[src/rtl/writeback_unit.sv]
// writeback_unit: arbitrates ALU/load results onto one register-file write port and tracks pending registers
// Ports:
//   clk, rst                         clock and asynchronous active-high reset
//   issue_valid, issue_rd            marks issue_rd as pending (busy) at the next edge
//   alu_valid/alu_ready/alu_rd/alu_value      ALU result handshake
//   load_valid/load_ready/load_rd/load_value  load result handshake
//   out_write_enable/number/value    registered register-file write, one cycle after acceptance
//   busy                             bit n set = register n has a result pending
module writeback_unit (
    input  logic        clk,
    input  logic        rst,
    input  logic        issue_valid,
    input  logic [4:0]  issue_rd,
    input  logic        alu_valid,
    output logic        alu_ready,
    input  logic [4:0]  alu_rd,
    input  logic [31:0] alu_value,
    input  logic        load_valid,
    output logic        load_ready,
    input  logic [4:0]  load_rd,
    input  logic [31:0] load_value,
    output logic        out_write_enable,
    output logic [4:0]  out_write_number,
    output logic [31:0] out_write_value,
    output logic [31:0] busy
);
    // last_q: 1 = LOAD won the last contention, 0 = ALU
    logic        last_q, last_d;
    logic        we_q, we_d;
    logic [4:0]  num_q, num_d;
    logic [31:0] val_q, val_d;
    logic [31:0] busy_q, busy_d;
    logic        acc;
    logic [4:0]  wr_rd;
    logic [31:0] wr_val;

    // On contention the producer that did not win last time is granted
    assign alu_ready  = !rst && alu_valid && (!load_valid || last_q);
    assign load_ready = !rst && load_valid && (!alu_valid || !last_q);
    assign acc        = alu_ready || load_ready;
    assign wr_rd      = load_ready ? load_rd : alu_rd;
    assign wr_val     = load_ready ? load_value : alu_value;

    always_comb begin
        last_d = (alu_valid && load_valid) ? load_ready : last_q;
        we_d   = acc && (wr_rd != 5'd0);
        num_d  = acc ? wr_rd : num_q;
        val_d  = acc ? wr_val : val_q;
        busy_d = busy_q;
        if (we_d) busy_d[wr_rd] = 1'b0;
        // Issue set is applied after the write clear so it wins on a collision
        if (issue_valid) busy_d[issue_rd] = 1'b1;
        busy_d[0] = 1'b0;
    end

    always_ff @(posedge clk or posedge rst) begin
        if (rst) begin
            last_q <= 1'b0;
            we_q   <= 1'b0;
            num_q  <= 5'd0;
            val_q  <= 32'd0;
            busy_q <= 32'd0;
        end else begin
            last_q <= last_d;
            we_q   <= we_d;
            num_q  <= num_d;
            val_q  <= val_d;
            busy_q <= busy_d;
        end
    end

    assign out_write_enable = we_q;
    assign out_write_number = num_q;
    assign out_write_value  = val_q;
    assign busy             = busy_q;
endmodule

[config.mk]
export PLATFORM = sky130hd
export DESIGN_NAME = writeback_unit
export DESIGN_NICKNAME = d
export VERILOG_FILES = /design/src/rtl/writeback_unit.sv
export SDC_FILE = /design/constraint.sdc
export NUM_CORES = 1
export LEC_CHECK = 0
export BUFFER_PORTS_ARGS = -buffer_cell sky130_fd_sc_hd__buf_2
export CORE_MARGIN = 1.5
export CORE_UTILIZATION = 38
export CTS_CLUSTER_SIZE = 10
export DETAILED_ROUTE_END_ITERATION = 10
export PLACE_DENSITY_LB_ADDON = 0.08
export SLEW_MARGIN = 10
export SYNTH_ARGS = -nofsm -noshare
export SYNTH_HDL_FRONTEND = slang
export SYNTH_SLANG_ARGS = --single-unit
[constraint.sdc]
create_clock -name clk -period 4.23 [get_ports clk]
set_input_delay 0.2115 -clock clk [delete_from_list [all_inputs] [get_ports clk]]
set_output_delay 0.2115 -clock clk [all_outputs]
set_load 0.05 [all_outputs]
After elaboration in Yosys (flattened, before gate mapping). Index checks and enable logic that the tools add are counted. W data, S select, Z words.

Memories kept: 0. Bits in writable memories: 0. Flip-flop bits (word level): 70. Output and inout port bits: 72. Word-level logic and storage cells: 36. ROM bits: 0. Latch bits: 0.

Shift-type cells: 0. Multiplexer cells: 8. Eq/ne operators: 0. Reduce and logical (&&, ||, !) cells: 16. $lt $le $gt $ge: 4. Add/subtract/negate cells: 0. Bitwise gates (word level): 3. Divide/modulo/power cells: 0. Multiply operators: 0.

Operators with widths (number): $mux W32 (3); $and A32 B32 Y32 (1); $not A32 Y32 (1); $or A32 B32 Y32 (1); $lt A5 B6 Y1 const B (2); $demux W1 S5 (2); $ge A5 B1 Y1 const B (2); $logic_and A1 B1 Y1 (8); $mux W5 (1); $reduce_bool A5 Y1 (1); $logic_not A1 Y1 (4); $logic_or A1 B1 Y1 (3); $mux W1 (2).

Logic depth before layout (Yosys ltp). Gate-level depths: netlist (run 1).

Depth after elaboration: 13. Gate-level depth with buffers: 6. Depth with buffers taken out: 5.

Least setup slack after synthesis (run 1). No wires, ideal clock.

Kind: input to register. Start point: input port rst. End point: register val_q[19], in the netlist out_write_value[19]. Buffers on the path: 2. Cell stages on the path: 6. Setup time: 0.133 ns. Path slack: 1.241 ns. Data arrival time: 2.856 ns. Path through: inv_1 > o21ai_1 > buf_2 > buf_2 > nand2_1 > o21ai_0.

Longest elaborated chain between the ends: 4. Elaborated cells between the ends (all ways): 7.

RTL lines: start: declaration (line 11) `input logic rst,`; $logic_not A1 Y1 (no line) *; $logic_and A1 B1 Y1, on equally long branches (2 in a row) (line 39, 38); $mux W32 / $logic_or A1 B1 Y1 (equally long branches) (line 42, 40); end signal: assignment (line 67) `val_q <= val_d;`; end: declaration (line 31) `logic [31:0] val_q, val_d;`.

Every way passes the cells marked *; elsewhere a longest branch is shown, timed or not. A chain may end at the register's enable or synchronous reset.

Worst setup path in the final report (run 1).
Start point: register last_q. End point: output port load_ready.

Longest elaborated chain between the ends: 3.

RTL lines: start: declaration (line 28) `logic last_q, last_d;`; start signal: assignment (line 64) `last_q <= last_d;`; $logic_not A1 Y1 (line 39) `assign load_ready = !rst && load_valid && (!alu_valid || !last_q);`; $logic_or A1 B1 Y1 (line 39); $logic_and A1 B1 Y1 (line 39); end: declaration (line 19) `output logic load_ready,`.

No other way between the ends.

==> results.ini, run 1 <==
[synthesis]
synth-main-ff-cell = dfrtp_1
synth_top_area_cell = dfrtp_1
synth_nets = 453
netlist_area_um2 = 3560
synthTopCellsByArea = dfrtp_1 (49%), mux2i_1 (10%), o21ai_0 (9.0%)
ys_top_cells_by_count = dfrtp_1 (70), o21ai_0 (64), nand2_1 (45), mux2i_1 (37), inv_1 (33)
synth_edf_count = 0
syn_avg_cell_area_um2 = 9.64
ys_warn_count = 0
synth_seq_area_share_pct = 49.2
yosys.cell_types.count = 34
netlist_instances = 369
synth_top_cell_area_share_pct = 49.2
yosysMostFrequentCell = dfrtp_1
async_reset_ff_share_pct = 100
synth-seq-cells = 70

[detailed_routing]
firstDrtPassIters = 4
drtIter0Drc = 121
route.vias.total = 3288
drc = 0
avgViaCountPerCell = 5.20
wire_per_inst_um = 15.4
ant_nets = 0
wirelength_um = 9760

[clock_network]
cts_tree = built
clkLatencyLatePin_ns = 0.35
clkSlewWorstSetupHoldPaths_ns = 0.08
cts_hold_buf = 0
post_cts_resize_count = 0
numCtsBuffers = 9
cts_sinks = 70
post_cts.repair.setup_buffers = 0
cts_buffer_depth = 2
h-tree-depth = 3
clockRootBuffer = clkbuf_8

[worst_setup_path]
endpoint = load_ready
cp_slowest_stage_delay_ns = 0.50
path_cells = nand2_1, nand2_2, buf_4, inv_1, buf_2
cp-startpoint = last_q
path_class = register to output pin
cp.arrival_ns = 2.12
r2r_setup_slack_ns = 2.33
cp_max_fo = 37
required_ns = 4.02
startpoint_type = register
r2r-start = last_q
crit_path_top_delay_cell = buf_4
end_kind = output pin
rr_worst_depth = 6
timing.rr.end = out_write_number[4]

[cells_and_area]
nets = 600
area_delta_synth_final_pct = 30.5
drive_gt1_share_pct = 35.1
postLayoutCellArea_um2 = 4640
fillCellCount = 902
n_antenna_cell = 0

[place]
numPortBuffers = 154
hpwl_um = 7050
placed_area_um2 = 4390
gp_congestion = 0.842

[sta]
finalSetupTns_ns = 0
relSlewSlack_pct = 24.1
fin_crit_sh_pct = 55.1
hold_viol = 0
finClkSkew_ns = 0.0110
whs_ns = 0.130
max_freq_mhz = 429
setup_viol = 0
slew_violations = 0
rsz0062_at_grt = no
tightest_slew_ns = 1.14
post-route-min-period_ns = 2.33

[global_route]
busiest_layer = met2
antenna_found_initial = 0
grt_max_degree = 73
grt_pass1_vias = 3002
track_usage_pct = 19.9
grt_overflow = 0
use_met1_pct = 25.4
grt_pass1_wl_um = 15400
grt_use_met2_pct = 32.7
met3_usage_pct = 5.29

[die]
rows = 35
fp.coreArea_um2 = 9150
initial_core_util_pct = 38.9
die_h_um = 99.8
die_area_um2 = 9950
die_x_um = 99.8
ioPinCount = 156

[hold_path]
hold_path.class = input pin to register
whs_path_depth = 2

[status]
outcome = finished clean

[power_and_ir_drop]
power.density_nw_per_um2 = 408
p_leak_nw = 2.46
ir_drop_mv = 0.160

[flow_run]
cap_viol_max_count = 0

==> sequential cells by signal, summed over array words and instances (netlist names) <==
register          flops
out_write_value      32
last_q                1
out_write_number      5
busy                 31
out_write_enable      1
==> routing by layer <==
layer	wire (um)	vias up
met2	4610	123
met1	4320	1531
li1	-	1624
met3	710	10
met4	116	0
met5	0	-
==> stage by stage <==
stage	util [%]	setup slack (ns)	instances	power, mW
finish	50.7	1.90	632	1.89
CTS	50.5	1.86	631	1.91
global route	50.7	1.69	632	1.99
global placement	47.9	2.11	615	1.26
detailed placement	47.9	2.05	615	1.26
floorplan	-	1.24	369	1.12
==> kinds of logic (layout without fill, tap and decap cells) <==
family / count (synthesis) / count (layout) / share of synthesized area (%)
AND/OR/NAND/NOR: 87 / 87 / 12.3
buffers and inverters: 55 / 207 / 6.68
flip-flops: 70 / 70 / 49.2
other: 1 / 1 / 0.105
multiplexers: 37 / 37 / 10.4
AO/OA/AOI/OAI: 119 / 119 / 21.2
==> worst max-delay path: cells and delay by family, from the launching register on <==
kind / cells / cell delay, ns
AND/OR/NAND/NOR: 2 / 0.44
buffers and inverters: 3 / 0.90
flip-flops: 1 / 0.39
==> report_power, final <==
group / switching (mW) / total [mW] / internal (mW)
Clock: 0.257 / 0.645 / 0.388
Sequential: 0.0288 / 0.754 / 0.725
Combinational: 0.360 / 0.494 / 0.135
==> final cells by class <==
| type | instances | area (um2) | share of cell area [%] |
|---|---|---|---|
| Clock buffer | 9 | 124 | 2.67 |
| Clock inverter | 7 | 113 | 2.42 |
| Inverter | 33 | 124 | 2.67 |
| Multi-Input combinational cell | 244 | 1580 | 34.0 |
| Sequential cell | 70 | 1750 | 37.7 |
| Tap cell | 111 | 139 | 2.99 |
| Timing Repair Buffer | 158 | 813 | 17.5 |
==> worst min path at each step <==
stage / startpoint / to / slack [ns]
detailed placement: out_write_value[29] / out_write_value[29] / 0.47
floorplan: load_valid / last_q / 0.30
finish: load_valid / last_q / 0.13
global route: load_valid / last_q / 0.12
global placement: out_write_value[7] / out_write_value[7] / 0.46
CTS: load_valid / last_q / 0.12
==> layout by cell type, fill, tap and decap left out, types with 4 or more instances in the layout <==
cell type,count
nor2b_1,4
nand4_1,4
buf_2,154
a21oi_2,4
clkbuf_8,9
nand4b_1,4
dfrtp_1,70
o21ai_0,64
nor3b_1,4
o21ai_1,8
nor2_1,9
and3_1,4
mux2i_1,37
a32oi_1,31
o211ai_1,4
inv_1,32
nand2_1,45
No activity file was read; power rests on OpenSTA's default activity.
==> run 2, diff against run 1 <==
--- a/config.mk
+++ b/config.mk
@@ -5,6 +5,7 @@
 export SDC_FILE = /design/constraint.sdc
 export NUM_CORES = 1
 export LEC_CHECK = 0
+export ABC_AREA = 1
 export BUFFER_PORTS_ARGS = -buffer_cell sky130_fd_sc_hd__buf_2
 export CORE_MARGIN = 1.5
 export CORE_UTILIZATION = 38
==> constraint.sdc (replaced) <==
create_clock -name clk -period 1.9 [get_ports clk]
set_input_delay 0.095 -clock clk [delete_from_list [all_inputs] [get_ports clk]]
set_output_delay 0.095 -clock clk [all_outputs]
set_load 0.05 [all_outputs]
==> results.ini, run 2 <==
[power_and_ir_drop]
ir_drop_mv = 0.688
design_power_total_mw = 5.51
p_leak_nw = 2.28
power.density_nw_per_um2 = 1200
switching_share_pct = 45.5
power.switching_mw = 2.50
combPwrFrac_pct = 42.1
power_frac_seq_pct = 36.4
clkPwrFrac_pct = 21.5
intPower_mw = 3.00

[worst_setup_path]
r2r-start = last_q
cp.arrival_ns = 1.67
r2r_setup_slack_ns = 0.18
rr_worst_depth = 8
startpoint_type = register
cp_slowest_stage_delay_ns = 0.42
end_kind = output pin
cp-startpoint = last_q
crit_path_top_delay_cell = dfrtp_1
path_class = register to output pin
required_ns = 1.80
path_cells = nand2_4, nand3_4, inv_2, buf_4, clkbuf_4
timing.rr.end = busy[1]
cp_max_fo = 16

[sta]
whs_ns = 0.00628
setup_viol = 0
post-route-min-period_ns = 1.77
rsz0062_at_grt = yes
fin_crit_sh_pct = 93.0
max_freq_mhz = 566
slew_violations = 0
finClkSkew_ns = 0.00567
relSlewSlack_pct = 56.4
hold_viol = 0
fin_ws_ns = 0.134
tightest_slew_ns = 0.654

[synthesis]
yosys-mux-area-fraction_pct = 0
synth-main-ff-cell = dfrtp_1
synthSimpleGateAreaFrac_pct = 25.9
synth_top_cell_area_share_pct = 53.7
yosys.cell_types.count = 24
yosysMostFrequentCell = nand2_1
synthTopCellsByArea = dfrtp_1 (54%), nand2_1 (13%), a31oi_1 (6.1%)
ys_warn_count = 0
netlist_instances = 394
syn_avg_cell_area_um2 = 8.28
synth-seq-cells = 70
synth_nets = 478
synth_top_area_cell = dfrtp_1
yosys.area_share.adder_pct = 0
synth_top_family_by_area = simple AND/OR/NAND/NOR gates
netlist_area_um2 = 3260
synth_seq_area_share_pct = 53.7
ys_top_cells_by_count = nand2_1 (110), dfrtp_1 (70), nor2_1 (45), o21ai_0 (39), a31oi_1 (32)
async_reset_ff_share_pct = 100
synth_edf_count = 0
synthXorXnorAreaFrac_pct = 0
synth_compound_area_share_pct = 15.3

[detailed_routing]
drc = 0
firstDrtPassIters = 5
drtIter0Drc = 106
avgViaCountPerCell = 4.88
wirelength_um = 9560
route.vias.total = 3342
wire_per_inst_um = 14.0
ant_nets = 0

[die]
ioPinCount = 156
fp.coreArea_um2 = 8260
die_h_um = 95.7
initial_core_util_pct = 39.5
die_area_um2 = 9150
die_x_um = 95.7
rows = 33

[cells_and_area]
final_common_cell = buf_2
drive_gt1_share_pct = 33.1
nets = 660
area_delta_synth_final_pct = 40.9
largest_reg_flops = 32
most-common-layout-cells = buf_2 (153), nand2_1 (110), dfrtp_1 (70)
n_antenna_cell = 0
fin_cells = 685
utilization_pct = 55.7

[place]
dp_slack_ns = 0.175
hpwl_um = 6930
gp_congestion = 0.828
dp_cells = 646
numPortBuffers = 154

[hold_path]
whs_path_depth = 3
min_to = out_write_value[23]
min_from = load_value[23]
hold_path.class = input pin to register

[clock_network]
numCtsBuffers = 9
clkSlewWorstSetupHoldPaths_ns = 0.07
cts_buffer_depth = 2
clkLatencyLatePin_ns = 0.34
cts_sinks = 70
cts_tree = built
clockRootBuffer = clkbuf_8
h-tree-depth = 3

[status]
outcome = finished clean

[global_route]
antenna_found_initial = 0
grt_max_degree = 64
grt_pass1_wl_um = 15000
track_usage_pct = 21.8
grt_overflow = 0
grt_pass1_vias = 3126

[flow_run]
cap_viol_max_count = 0

==> run 2: per-layer routing <==
layer	track usage, %	part of all wire (%)	vias up
li1	-	-	1676
met1	29.1	45	1504
met2	34.0	45	134
met3	4.78	6.8	28
met4	9.80	3.0	0
met5	0	0	-
==> run 2: worst max path at each step <==
stage / endpoint / slack (ns)
after floorplan: busy[12] / 0.004
after global placement: busy[17] / 0.26
after detailed placement: busy[29] / 0.18
after CTS: load_ready / 0.08
after global routing: busy[17] / -0.04
final: load_ready / 0.13
==> run 2: cell type report <==
type | count | area, um2
fillers | 790 | 3660
flip-flops and latches | 70 | 1750
multi-input cells | 288 | 1350
repair buffers | 187 | 1090
clock buffers | 11 | 141
well taps | 105 | 131
inverters | 20 | 80.1
clock inverters | 4 | 47.5
==> run 2: logic make-up (layout without fill, tap and decap cells) <==
group           after synthesis  count (layout)
simple gates                195             195
compound gates               92              92
flops                        70              70
buf+inv                      36             222
other cells                   1               1
==> run 2: worst max-delay path: cells and delay by family (launching register included) <==
kind	cells	cell delay, ns
buffers and inverters	3	0.63
DFF	1	0.42
and+or+nand+nor	2	0.27
==> run 2: through the flow <==
stage	area [um2]	TNS, ns
3_3_place_gp	4170	0
2_1_floorplan	3270	0
5_1_grt	4600	-0.0994
4_1_cts	4590	0
3_5_place_dp	4170	0
6_report	4600	0
==> run 2: repair_timing <==
action,in CTS,in global routing
endpoints found under the setup margin,0,6
hold buffers,24,0
hold endpoints to repair,36,0
setup buffers,0,0
gates resized for setup,0,2
==> run 2: power groups by stage <==
stage                     clock, mW  combinational (mW)  sequential, mW
after CTS                      1.21                2.33            2.01
final                          1.18                2.32            2.01
after floorplan                   0               0.498            3.21
after detailed placement          0                2.29            2.04
after global routing           1.28                2.48            2.05
after global placement            0                2.27            2.03
==> run 3, diff against run 2 <==
--- a/config.mk
+++ b/config.mk
@@ -8,11 +8,11 @@
 export ABC_AREA = 1
 export BUFFER_PORTS_ARGS = -buffer_cell sky130_fd_sc_hd__buf_2
 export CORE_MARGIN = 1.5
-export CORE_UTILIZATION = 38
+export CORE_UTILIZATION = 42
 export CTS_CLUSTER_SIZE = 10
 export DETAILED_ROUTE_END_ITERATION = 10
+export HOLD_SLACK_MARGIN = 0.08
 export PLACE_DENSITY_LB_ADDON = 0.08
-export SLEW_MARGIN = 10
 export SYNTH_ARGS = -nofsm -noshare
 export SYNTH_HDL_FRONTEND = slang
 export SYNTH_SLANG_ARGS = --single-unit
==> results.ini, run 3 (synthesized netlist as in run 2, its figures left out) <==
[status]
outcome = finished clean

[cells_and_area]
nets = 702
final_common_cell = buf_2
most-common-layout-cells = buf_2 (153), nand2_1 (110), dfrtp_1 (70)
fin_cells = 722
fillCellCount = 609
area_delta_synth_final_pct = 54.8
drive_gt1_share_pct = 31.0
largest_reg_flops = 32
utilization_pct = 68.5
n_antenna_cell = 0

[sta]
slew_violations = 0
fin_ws_ns = 0.0768
relSlewSlack_pct = 61.5
fin_crit_sh_pct = 96.0
post-route-min-period_ns = 1.82
max_freq_mhz = 548
setup_viol = 0
finClkSkew_ns = 0.00740
hold_viol = 0
tightest_slew_ns = 0.577

[die]
rows = 31
die_x_um = 91.1
die_area_um2 = 8300
ioPinCount = 156
initial_core_util_pct = 44.3
fp.coreArea_um2 = 7370
die_h_um = 91.1

[worst_setup_path]
cp.arrival_ns = 1.73
crit_path_top_delay_cell = dfrtp_1
path_cells = nand2_4, nand3_4, inv_4, buf_6, clkbuf_4
startpoint_type = register
required_ns = 1.80
path_delay_family = buffers and inverters
path_buf_inv = 3
cp_max_fo = 33
cp_slowest_stage_delay_ns = 0.42
end_kind = output pin
path_class = register to output pin

[place]
dp_cells = 637
numPortBuffers = 154
hpwl_um = 6880
dp_slack_ns = 0.184
gp_congestion = 0.843

[clock_network]
cts_tree = built
numCtsBuffers = 9
cts_buffer_depth = 2
clockRootBuffer = clkbuf_8
clkLatencyLatePin_ns = 0.34
clkSlewWorstSetupHoldPaths_ns = 0.07
h-tree-depth = 3
cts_sinks = 70

[global_route]
busiest_layer = met2
use_met1_pct = 33.8
grt_max_degree = 64
track_usage_pct = 26.1
grt_overflow = 0
grt_pass1_wl_um = 17100
antenna_found_initial = 0
grt_use_met2_pct = 44.8
grt_pass1_vias = 3584
met3_usage_pct = 3.27

[power_and_ir_drop]
power_frac_seq_pct = 35.1
clkPwrFrac_pct = 23.1
design_power_total_mw = 5.75
power.density_nw_per_um2 = 1140
ir_drop_mv = 0.657
switching_share_pct = 44.2
p_leak_nw = 2.47
intPower_mw = 3.21
power.switching_mw = 2.54
combPwrFrac_pct = 41.9

[detailed_routing]
wirelength_um = 10600
route.vias.total = 3642
drc = 0
wire_per_inst_um = 14.7
avgViaCountPerCell = 5.04
firstDrtPassIters = 5
ant_nets = 0
drtIter0Drc = 173

[hold_path]
hold_path.class = input pin to register

[flow_run]
cap_viol_max_count = 0

-- run 3: changes by cell type in the layout (fill, tap and decap cells not counted), sizes merged --
| cell | change |
|---|---|
| inv | +1 |
| clkinv | -1 |
| dlygate4sd3 | +42 |
| bufinv | +1 |
-- run 3: layer usage --
layer | wire length (um) | vias up
met4 | 194 | 0
met1 | 4510 | 1705
li1 | - | 1758
met2 | 5260 | 162
met3 | 617 | 17
met5 | 0 | -
-- run 3: path summary, 6_finish.rpt --
| check | start | endpoint | slack [ns] | cells after the start |
|---|---|---|---|---|
| max | last_q | load_ready | 0.08 | 5 |
| min | alu_valid | last_q | 0.09 | 3 |
| max reg2reg | last_q | busy[17] | 0.15 | 6 |
| min reg2reg | busy[9] | busy[9] | 0.48 | 2 |
| max in group asynchronous | rst | out_write_value[14] | 0.98 | 4 |
| min in group asynchronous | rst | last_q | 0.41 | 4 |
-- run 3: layout make-up --
type / instances / area [um2] / area share [%]
Clock buffer: 11 / 141 / 2.80
Clock inverter: 5 / 81.3 / 1.61
Inverter: 20 / 82.6 / 1.64
Multi-Input combinational cell: 288 / 1350 / 26.8
Sequential cell: 70 / 1750 / 34.7
Tap cell: 99 / 124 / 2.45
Timing Repair Buffer: 229 / 1520 / 30.1
-- run 3: worst min-delay path, cell delays in order --
cell and delay [ns]:
buf_2 0.13, nand2_1 0.08, o21ai_0 0.09
-- run 3: stage by stage --
stage	hold slack (ns)	setup TNS [ns]	cell area, um2
floorplan	0.0261	0	3270
global placement	0.239	0	4140
detailed placement	0.241	0	4140
CTS	0.0851	0	5020
global route	0.141	-0.00137	5050
finish	0.0933	0	5050
-- run 3: power by group through the flow --
stage,clock network (mW),logic [mW],registers (mW)
detailed placement,0,2.29,2.04
floorplan,0,0.498,3.21
global placement,0,2.27,2.03
CTS,1.35,2.39,2.01
global route,1.42,2.55,2.06
finish,1.33,2.41,2.02
-- run 3: repair_timing --
action,in CTS,in global routing
hold buffers,66,0
pin swaps,0,1
resized for setup,1,3
buffers inserted,0,3
endpoints found under the hold margin,103,0
setup endpoints to repair,1,7
